===== src/rtl/pc_seq.sv =====
// Program-counter sequencer: one NEXT/JMP/CALL/RET step per three cycles,
// with a four-entry return stack and a sticky stack-error flag.
module pc_seq (
  input  logic       clk,
  input  logic       rst,
  input  logic       step_valid,
  output logic       step_ready,
  input  logic [7:0] op,
  input  logic [7:0] paraA,
  input  logic [7:0] paraB,
  input  logic [7:0] target,
  input  logic       flush,
  output logic [7:0] pc,
  output logic       taken,
  output logic       done,
  output logic [2:0] depth,
  output logic       stack_err
);

  localparam int unsigned PC_W     = 8;
  localparam int unsigned DEPTH_W  = 3;
  localparam int unsigned STACK_N  = 4;
  localparam int unsigned PTR_W    = 2;

  localparam logic [3:0] K_JMP  = 4'd1;
  localparam logic [3:0] K_CALL = 4'd2;
  localparam logic [3:0] K_RET  = 4'd3;

  typedef enum logic [1:0] {
    S_IDLE = 2'd0,
    S_EVAL = 2'd1,
    S_DONE = 2'd2
  } state_t;

  state_t              r_state;
  state_t              w_state_nxt;
  logic [7:0]          r_op;
  logic [PC_W-1:0]     r_a;
  logic [PC_W-1:0]     r_b;
  logic [PC_W-1:0]     r_tgt;
  logic [PC_W-1:0]     r_pc;
  logic                r_taken;
  logic                r_done;
  logic [DEPTH_W-1:0]  r_depth;
  logic                r_err;
  logic [PC_W-1:0]     r_stack [STACK_N];

  logic                w_accept;
  logic                w_commit;
  logic                w_cond;
  logic [PC_W-1:0]     w_pc_inc;
  logic [PC_W-1:0]     w_pc_nxt;
  logic                w_taken_nxt;
  logic                w_push;
  logic                w_pop;
  logic                w_err_set;
  logic [PTR_W-1:0]    w_push_idx;
  logic [PTR_W-1:0]    w_pop_idx;

  assign step_ready = (r_state == S_IDLE) && !flush;
  assign w_accept   = step_valid && step_ready;
  assign w_commit   = (r_state == S_EVAL) && !flush;

  assign pc        = r_pc;
  assign taken     = r_taken;
  assign done      = r_done;
  assign depth     = r_depth;
  assign stack_err = r_err;

  // State register
  always_ff @(posedge clk or posedge rst) begin
    if (rst) r_state <= S_IDLE;
    else     r_state <= w_state_nxt;
  end

  // Next-state logic; flush aborts any in-flight step back to IDLE
  always_comb begin
    w_state_nxt = r_state;
    case (r_state)
      S_IDLE:  if (w_accept) w_state_nxt = S_EVAL;
      S_EVAL:  w_state_nxt = flush ? S_IDLE : S_DONE;
      S_DONE:  w_state_nxt = S_IDLE;
      default: w_state_nxt = S_IDLE;
    endcase
  end

  // Unsigned condition decode from the latched operands
  always_comb begin
    w_cond = 1'b0;
    case (r_op[3:0])
      4'd0:    w_cond = (r_a == r_b);
      4'd1:    w_cond = (r_a != r_b);
      4'd2:    w_cond = (r_a <  r_b);
      4'd3:    w_cond = (r_a <= r_b);
      4'd4:    w_cond = (r_a >  r_b);
      4'd5:    w_cond = (r_a >= r_b);
      4'd7:    w_cond = 1'b1;
      default: w_cond = 1'b0;
    endcase
  end

  assign w_pc_inc   = PC_W'(r_pc + PC_W'(1));
  assign w_push_idx = PTR_W'(r_depth);
  assign w_pop_idx  = PTR_W'(r_depth - DEPTH_W'(1));

  // Commit values; anything not redirecting falls through to pc+1
  always_comb begin
    w_pc_nxt    = w_pc_inc;
    w_taken_nxt = 1'b0;
    w_push      = 1'b0;
    w_pop       = 1'b0;
    w_err_set   = 1'b0;
    case (r_op[7:4])
      K_JMP: begin
        if (w_cond) begin
          w_pc_nxt    = r_tgt;
          w_taken_nxt = 1'b1;
        end
      end
      K_CALL: begin
        if (w_cond) begin
          if (r_depth < DEPTH_W'(STACK_N)) begin
            w_push      = 1'b1;
            w_pc_nxt    = r_tgt;
            w_taken_nxt = 1'b1;
          end else begin
            w_err_set = 1'b1;
          end
        end
      end
      K_RET: begin
        if (w_cond) begin
          if (r_depth != DEPTH_W'(0)) begin
            w_pop       = 1'b1;
            w_pc_nxt    = r_stack[w_pop_idx];
            w_taken_nxt = 1'b1;
          end else begin
            w_err_set = 1'b1;
          end
        end
      end
      default: ;
    endcase
  end

  // Operand capture on accept
  always_ff @(posedge clk or posedge rst) begin
    if (rst) begin
      r_op  <= '0;
      r_a   <= '0;
      r_b   <= '0;
      r_tgt <= '0;
    end else if (w_accept) begin
      r_op  <= op;
      r_a   <= paraA;
      r_b   <= paraB;
      r_tgt <= target;
    end
  end

  // Architectural state updates on the EVAL->DONE edge
  always_ff @(posedge clk or posedge rst) begin
    if (rst) begin
      r_pc    <= '0;
      r_taken <= 1'b0;
      r_done  <= 1'b0;
      r_depth <= '0;
      r_err   <= 1'b0;
    end else begin
      r_done <= w_commit;
      if (w_commit) begin
        r_pc    <= w_pc_nxt;
        r_taken <= w_taken_nxt;
        if (w_push)    r_depth <= DEPTH_W'(r_depth + DEPTH_W'(1));
        if (w_pop)     r_depth <= DEPTH_W'(r_depth - DEPTH_W'(1));
        if (w_err_set) r_err   <= 1'b1;
      end
    end
  end

  // Stack storage needs no reset: depth gates every read
  always_ff @(posedge clk) begin
    if (w_commit && w_push) r_stack[w_push_idx] <= w_pc_inc;
  end

endmodule

===== config.mk =====
export PLATFORM = sky130hd
export DESIGN_NAME = pc_seq
export DESIGN_NICKNAME = d
export VERILOG_FILES = /design/src/rtl/pc_seq.sv
export SDC_FILE = /design/constraint.sdc
export NUM_CORES = 1
export LEC_CHECK = 0
export BUFFER_PORTS_ARGS = -buffer_cell sky130_fd_sc_hd__buf_4
export CORE_UTILIZATION = 35
export DETAILED_ROUTE_END_ITERATION = 7
export SYNTH_ARGS = -nofsm -noshare
export SYNTH_HDL_FRONTEND = slang
export SYNTH_SLANG_ARGS = --single-unit

===== constraint.sdc =====
create_clock -name clk -period 8.3 [get_ports clk]
set_input_delay 0.83 -clock clk [delete_from_list [all_inputs] [get_ports clk]]
set_output_delay 0.83 -clock clk [all_outputs]
set_load 0.02 [all_outputs]

==> results of run 1 <==
## through the flow
step                      hold WS (ns)  setup slack (ns)  power [W]  instances
after global routing            0.5226             5.015   0.001229        502
after detailed placement        0.4753             4.962  0.0008832        486
after floorplan                 0.4811             5.652  0.0007730        314
final                           0.5002             5.226   0.001158        502
after global placement          0.4748             5.091  0.0008771        486
after CTS                       0.5082             5.220   0.001165        502
## layer usage
metal	GRT usage	vias up	part of all wire
met5	0	-	0
met4	0.05969	0	0.017
met3	0.03647	14	0.051
met2	0.2304	64	0.46
met1	0.2020	1257	0.47
li1	-	1236	-
## worst max path at each step
stage              from       endpoint  slack (ns)  depth (start not counted)
3_5_place_dp      flush  r_stack[2][4]        4.96                          6
6_report         r_a[3]  r_stack[2][0]        5.23                          7
2_1_floorplan  depth[0]          pc[0]        5.65                         11
5_1_grt          r_a[3]  r_stack[2][5]        5.02                          7
3_3_place_gp      flush  r_stack[3][2]        5.09                          6
4_1_cts          r_a[3]  r_stack[2][7]        5.22                          7
## synthesized netlist by cell type (all sizes together) (2+ instances only)
library cell / instances
mux4: 8
a21oi: 12
mux2i: 5
a211oi: 4
nor2b: 7
mux2: 21
nand3: 7
edfxtp: 32
and2: 4
nor2: 18
xor2: 3
inv: 18
o31a: 4
o22ai: 3
clkbuf: 8
nand2: 24
o31ai: 3
nor4: 2
ha: 14
nor3: 9
nand4: 2
dfrtp: 48
a31oi: 3
o21ai: 18
nand3b: 4
o32ai: 2
or3: 4
nand2b: 2
buf: 7
xnor2: 6
## cell type report
class | instances | area, sq um
clock buffer | 9 | 123.9
clock inverter | 7 | 71.32
fill | 986 | 5978
inverter | 18 | 67.56
multi-input combinational | 201 | 1553
sequential | 80 | 2162
tap | 136 | 170.2
timing repair buffer | 51 | 382.9
## kinds of logic after synthesis
| group | synth area share |
|---|---|
| buffers and inverters | 0.03729 |
| AND/OR/NAND/NOR | 0.1167 |
| AO/OA/AOI/OAI | 0.09890 |
| multiplexers | 0.1209 |
| adder cells (fa/ha/maj) | 0.04540 |
| flip-flops | 0.5603 |
| XOR/XNOR | 0.02043 |
## power by group through the flow
stage	sequential, W	combinational, W	clock [W]
finish	0.000540	0.000334	0.000284
global route	0.000550	0.000370	0.000310
CTS	0.000540	0.000335	0.000289
detailed placement	0.000549	0.000334	0
global placement	0.000547	0.000330	0
floorplan	0.000546	0.000227	0
## state kept, by name, indices dropped and copies added, names as in the netlist
| register | flops |
|---|---|
| done | 1 |
| r_tgt | 8 |
| stack_err | 1 |
| r_state | 2 |
| r_a | 8 |
| depth | 3 |
| r_b | 8 |
| r_stack | 32 |
| taken | 1 |
| pc | 8 |
| r_op | 8 |
## cells in the final DEF, fill, tap and decap left out, drive strengths merged, types with 2 or more instances in the layout
cell / count
nand2: 24
and2: 4
o31a: 4
o21ai: 18
a211oi: 4
mux2i: 5
inv: 19
clkbuf: 9
dfrtp: 48
clkinv: 3
o31ai: 3
nand3b: 4
xor2: 3
nor4: 2
a21oi: 12
mux4: 8
a31oi: 3
nor2: 18
clkinvlp: 2
nor3: 9
o22ai: 3
or3: 4
edfxtp: 32
xnor2: 6
nand4: 2
o32ai: 2
nor2b: 7
ha: 14
nand3: 7
mux2: 21
buf: 51
nand2b: 2
## worst max-delay path: stages (launching register included)
cell	delay, ns
dfrtp_1	0.39
ha_1	0.32
nand4_1	0.22
o22ai_1	0.20
nor3b_1	0.21
o31a_1	0.18
a21oi_2	0.15
nor3_1	1.01
==> results.rst, run 1 <==
.. list-table::
   :header-rows: 1

   * - Metric
     - Value
   * - WHS Endpoint
     - stack_err
   * - Share of Yosys cell area claimed by the top area cell type
     - 0.3113
   * - Routed length per placed instance
     - 15.67 microns
   * - Number of CTS-inserted buffers
     - 9
   * - Overflow left after global routing
     - 0
   * - Element type at the critical path start
     - flip-flop
   * - Endpoint arrival time on the critical path
     - 3.04 ns
   * - Starting density of the core
     - 0.3672
   * - Clk Tree Root Cell
     - clkbuf_8
   * - Setup repair after global routing missed its margin
     - false
   * - Setup CP Type
     - flip-flop to flip-flop
   * - Top post-synthesis cells by area
     - dfrtp_1, edfxtp_1, mux2_2
   * - Total standard cell area after synthesis
     - 0.003859 sq mm
   * - Share of flip-flops with an asynchronous set or reset
     - 0.6000
   * - Number of setup violations in the final report
     - 0
   * - Vias in the first global route
     - 2573
   * - FF-to-FF Start
     - r_a[3]
   * - Hold Fails Final Rpt
     - 0
   * - Largest net degree at the start of global routing
     - 49
   * - FF+latch count, synth
     - 80
   * - Final worst clock skew
     - 0.01354 ns
   * - Largest vdd supply drop
     - 91.63 uV
   * - Drt pass-1 iters
     - 4
   * - Share of final-layout standard cells stronger than drive strength 1
     - 0.2814
   * - Area growth from synthesis to layout
     - 17.41%
   * - Half-perimeter wire length of the detailed placement result
     - 5.765 mm
   * - Reg power frac
     - 0.467
   * - Crit path required time
     - 8.26 ns
   * - Share of power burned in combinational logic
     - 0.288
   * - Std-Cell Rows
     - 37
   * - Switching component of the power
     - 0.0003936 W
   * - Worst slew margin relative to its limit
     - 0.2156
   * - Yosys top cell by area
     - dfrtp_1
   * - Buffer depth of the longest clock path
     - 2
   * - Min-Delay Startpoint
     - stack_err
   * - Hold crit path type
     - flip-flop to flip-flop
   * - Fraction of power consumed by the clock network
     - 0.245
   * - Placed instance area
     - 0.004335 sq mm
   * - Total of max-cap violations
     - 0
   * - Yosys warnings
     - 0
   * - Top Ports
     - 51
   * - Total Nets Final
     - 411
   * - Die extent in x
     - 107 microns
   * - Die extent in y
     - 107 microns
   * - Post-DR vias/cell
     - 5.122
   * - Remaining antenna violation count after routing
     - 0
   * - H-tree depth
     - 3
   * - Number of synthesized flops with an enable pin
     - 32
   * - Top_reg_cell synth
     - dfrtp_1
   * - Total routed wirelength
     - 7.868 mm
   * - Pwr/cell area
     - 255.6 mW/mm^2
   * - Sequential fraction of the synthesis area
     - 0.5603
   * - Overall track demand over capacity in global routing
     - 0.1495
   * - Leak pwr
     - 1.801 nW
   * - Endpoint of the worst-slack reg-to-reg timing path
     - r_stack[2][0]
   * - Crit path capture type
     - flip-flop
   * - First-pass GRT wire length
     - 13.03 mm
   * - Synthesized area per cell
     - 12.29 sq um
   * - Worst setup slack for register-to-register paths
     - 5.23 ns
   * - Die Footprint
     - 0.01145 sq mm
   * - Cell depth of the worst flop-to-flop path
     - 7
   * - Design area
     - 0.004531 sq mm
   * - Number of buffers inserted by hold repair at cts
     - 0
   * - Worst Tran Pin Value
     - 1.168 ns
   * - Clock latency of the later-clocked register in the worst-skew pair
     - 0.35 ns
   * - Number of cells upsized or downsized after cts
     - 0
   * - Sink count of the clock tree
     - 80
   * - CTS tree
     - yes
   * - Fin crit period
     - 3.074 ns
   * - Post-CTS Setup Bufs
     - 0
   * - Iteration-0 DRC count of the detailed router
     - 163
   * - Routability congestion estimate from global placement
     - 0.7521
   * - Number of antenna violations at the first check in global routing
     - 0
   * - Via count
     - 2571
   * - Portion of the clock cycle consumed by the worst path in the final layout
     - 0.3704
   * - Fraction of power spent switching nets
     - 0.3399
   * - Net Count, Synth
     - 364
   * - Power Internal
     - 0.0007643 W
   * - Drc violations
     - 0
   * - Number of distinct library cells after synthesis
     - 49
   * - Count of buffers from port buffering
     - 50
   * - Worst-path fanout max
     - 21
   * - Achievable frequency
     - 325.3 MHz
   * - Clock slew seen by the registers of the worst setup and hold paths
     - 0.08 ns
   * - Post-Syn Instances
     - 314
   * - Total negative slack
     - 0 ns
   * - Final standard cell utilization of the core
     - 0.4311
   * - Fin. max-slew vios
     - 0
   * - Result of the run
     - completed
   * - Cell depth of the worst hold path
     - 1
   * - Number of diodes added for antenna fixing
     - 0
   * - Core region area
     - 0.01051 sq mm
Note: power is estimated with default switching activity, not from simulation.
==> run 2, diff against run 1 <==
clock period = 2.85 ns   (was 8.3 ns; I/O delays follow)
==> run 2 against run 1 <==
Effect of this change: cell area increased by 1.8%; die area unchanged; first-iteration DRC count increased by 1.2%; wire length increased by 3.6%; via count increased by 0.43%; sequential power increased to 2.9 times the previous value; clock skew decreased by 0.0043 ns; combinational power increased to 3.0 times the previous value; largest power group unchanged.
==> results.rst, run 2 (synthesized netlist as in run 1, its figures left out) <==
.. list-table::
   :header-rows: 1

   * - Metric
     - Value
   * - Result of the run
     - completed
   * - Worst-path fanout max
     - 21
   * - Critical path's largest stage delay
     - 0.40 ns
   * - Clk Tree Root Cell
     - clkbuf_8
   * - Die Footprint
     - 0.01145 sq mm
   * - Total Nets Final
     - 418
   * - Share of power burned in combinational logic
     - 0.283
   * - Buffer depth of the longest clock path
     - 2
   * - Final worst clock skew
     - 0.009208 ns
   * - Fraction of power spent switching nets
     - 0.3182
   * - Count of buffers from port buffering
     - 50
   * - Iteration-0 DRC count of the detailed router
     - 165
   * - CTS tree
     - yes
   * - Die extent in y
     - 107 microns
   * - Element type at the critical path start
     - flip-flop
   * - Crit path required time
     - 3.09 ns
   * - Std-Cell Rows
     - 37
   * - Remaining antenna violation count after routing
     - 0
   * - Overflow left after global routing
     - 0
   * - Worst setup slack for register-to-register paths
     - 0.36 ns
   * - Number of cells upsized or downsized after cts
     - 0
   * - Hold Fails Final Rpt
     - 0
   * - Number of setup violations in the final report
     - 0
   * - Achievable frequency
     - 401.8 MHz
   * - Post-DR vias/cell
     - 5.073
   * - Number of antenna violations at the first check in global routing
     - 0
   * - Power Internal
     - 0.002374 W
   * - CP top delay family
     - simple AND/OR/NAND/NOR gates
   * - Leak pwr
     - 1.857 nW
   * - Pwr/cell area
     - 755.2 mW/mm^2
   * - Fill cell instance count of the final layout
     - 967
   * - Routability congestion estimate from global placement
     - 0.7998
   * - Switching component of the power
     - 0.001108 W
   * - Sink count of the clock tree
     - 80
   * - Largest net degree at the start of global routing
     - 49
   * - Setup repair after global routing missed its margin
     - false
   * - Count of buffering cells on the critical path with inverters included
     - 1
   * - Number of diodes added for antenna fixing
     - 0
   * - Post-CTS Setup Bufs
     - 0
   * - Starting density of the core
     - 0.3672
   * - Setup CP Type
     - flip-flop to flip-flop
   * - Drt pass-1 iters
     - 4
   * - H-tree depth
     - 3
   * - Core region area
     - 0.01051 sq mm
   * - Number of CTS-inserted buffers
     - 9
   * - Share of final-layout standard cells stronger than drive strength 1
     - 0.2922
   * - Number of buffers inserted by hold repair at cts
     - 0
   * - Via count
     - 2582
   * - Top Ports
     - 51
   * - Largest vdd supply drop
     - 274.9 uV
   * - Most frequent standard cell in the layout excluding fill and tap cells
     - buf_4
   * - Fin. max-slew vios
     - 0
   * - Die extent in x
     - 107 microns
   * - Vias in the first global route
     - 2662
   * - Reg power frac
     - 0.449
   * - Library cell contributing the largest single delay on the critical path
     - dfrtp_1
   * - Crit path capture type
     - flip-flop
   * - Fin crit period
     - 2.489 ns
   * - Routed length per placed instance
     - 16.02 microns
   * - Post-Route Hold Slack
     - 0.1415 ns
   * - Overall track demand over capacity in global routing
     - 0.1567
   * - Total routed wirelength
     - 8.153 mm
   * - Total negative slack
     - 0 ns
   * - Max FFs per register
     - 32
   * - Top library cells by usage in the layout, fill and taps aside
     - buf_4, dfrtp_1, edfxtp_1
   * - Clock latency of the later-clocked register in the worst-skew pair
     - 0.35 ns
   * - First-pass GRT wire length
     - 13.56 mm
   * - Endpoint arrival time on the critical path
     - 2.73 ns
   * - Clock slew seen by the registers of the worst setup and hold paths
     - 0.08 ns
   * - Half-perimeter wire length of the detailed placement result
     - 5.879 mm
   * - Largest register by flop count
     - r_stack
   * - Worst slew margin relative to its limit
     - 0.3148
   * - Total of max-cap violations
     - 0
   * - Critical path cell sequence
     - ha_1 -> nand4_1 -> o22ai_1 -> nor3b_1 -> o31a_1 -> a21oi_2 -> buf_4 -> or3_1 -> a221oi_1
   * - Drc violations
     - 0
   * - Fraction of power consumed by the clock network
     - 0.267
   * - Area growth from synthesis to layout
     - 19.52%
   * - Portion of the clock cycle consumed by the worst path in the final layout
     - 0.8733
   * - Hold crit path type
     - primary input to flip-flop
   * - Worst Tran Pin Value
     - 1.026 ns
run 2: changes by cell type in the layout (fill, tap and decap cells not counted):
cell,delta
clkinv_1,-1
inv_6,-1
clkbuf_1,+2
clkinvlp_4,-2
clkbuf_8,+2
buf_4,+7
bufinv_16,+1
clkinv_4,-1
run 2: tightest hold or removal path, delay by kind of cell:
| family | cells | cell delay [ns] |
|---|---|---|
| buffers and inverters | 1 | 0.08 |
| AO/OA/AOI/OAI | 1 | 0.06 |
| AND/OR/NAND/NOR | 1 | 0.03 |
run 2: final timing paths:
path | to | cells after the start | from
max in group asynchronous | r_b[1] | 2 | rst
setup reg to reg | pc[2] | 9 | r_a[3]
hold reg to reg | taken | 2 | taken
min in group asynchronous | depth[1] | 2 | rst
setup / recovery | pc[2] | 9 | r_a[3]
hold / removal | r_tgt[4] | 3 | target[4]
run 2: stage by stage:
stage	power, W	cell area [sq um]	setup slack (ns)	util	std cells
2_1_floorplan	0.002251	3859	0.2023	-	314
3_3_place_gp	0.002564	4388	0.4627	0.4176	493
3_5_place_dp	0.002582	4388	0.4122	0.4176	493
4_1_cts	0.003515	4612	0.3661	0.4389	509
5_1_grt	0.003696	4612	0.1025	0.4389	509
6_report	0.003483	4612	0.3610	0.4389	509
run 2: final cells by class:
cell class | instances | area, sq um | share of cell area
Sequential cell | 80 | 2162 | 0.4688
Inverter | 18 | 67.56 | 0.01465
Timing Repair Buffer | 58 | 435.4 | 0.09441
Multi-Input combinational cell | 201 | 1553 | 0.3367
Clock buffer | 13 | 158.9 | 0.03445
Tap cell | 136 | 170.2 | 0.03690
Clock inverter | 3 | 65.06 | 0.01411
run 2: power groups by stage:
stage               sequential (W)  clock (W)  combinational, W
CTS                        0.00157   0.000953          0.000996
global route               0.00159    0.00101           0.00110
detailed placement         0.00159          0          0.000990
global placement           0.00158          0          0.000980
floorplan                  0.00159          0          0.000661
finish                     0.00156   0.000932          0.000987
run 2: metal layers:
layer  up-vias  global-route usage  share of wire
met2        65              0.2438           0.47
met1      1251              0.2115           0.47
met3         6             0.03769          0.054
li1       1260                   -              -
met4         0             0.05969          0.011
met5         -                   0              0
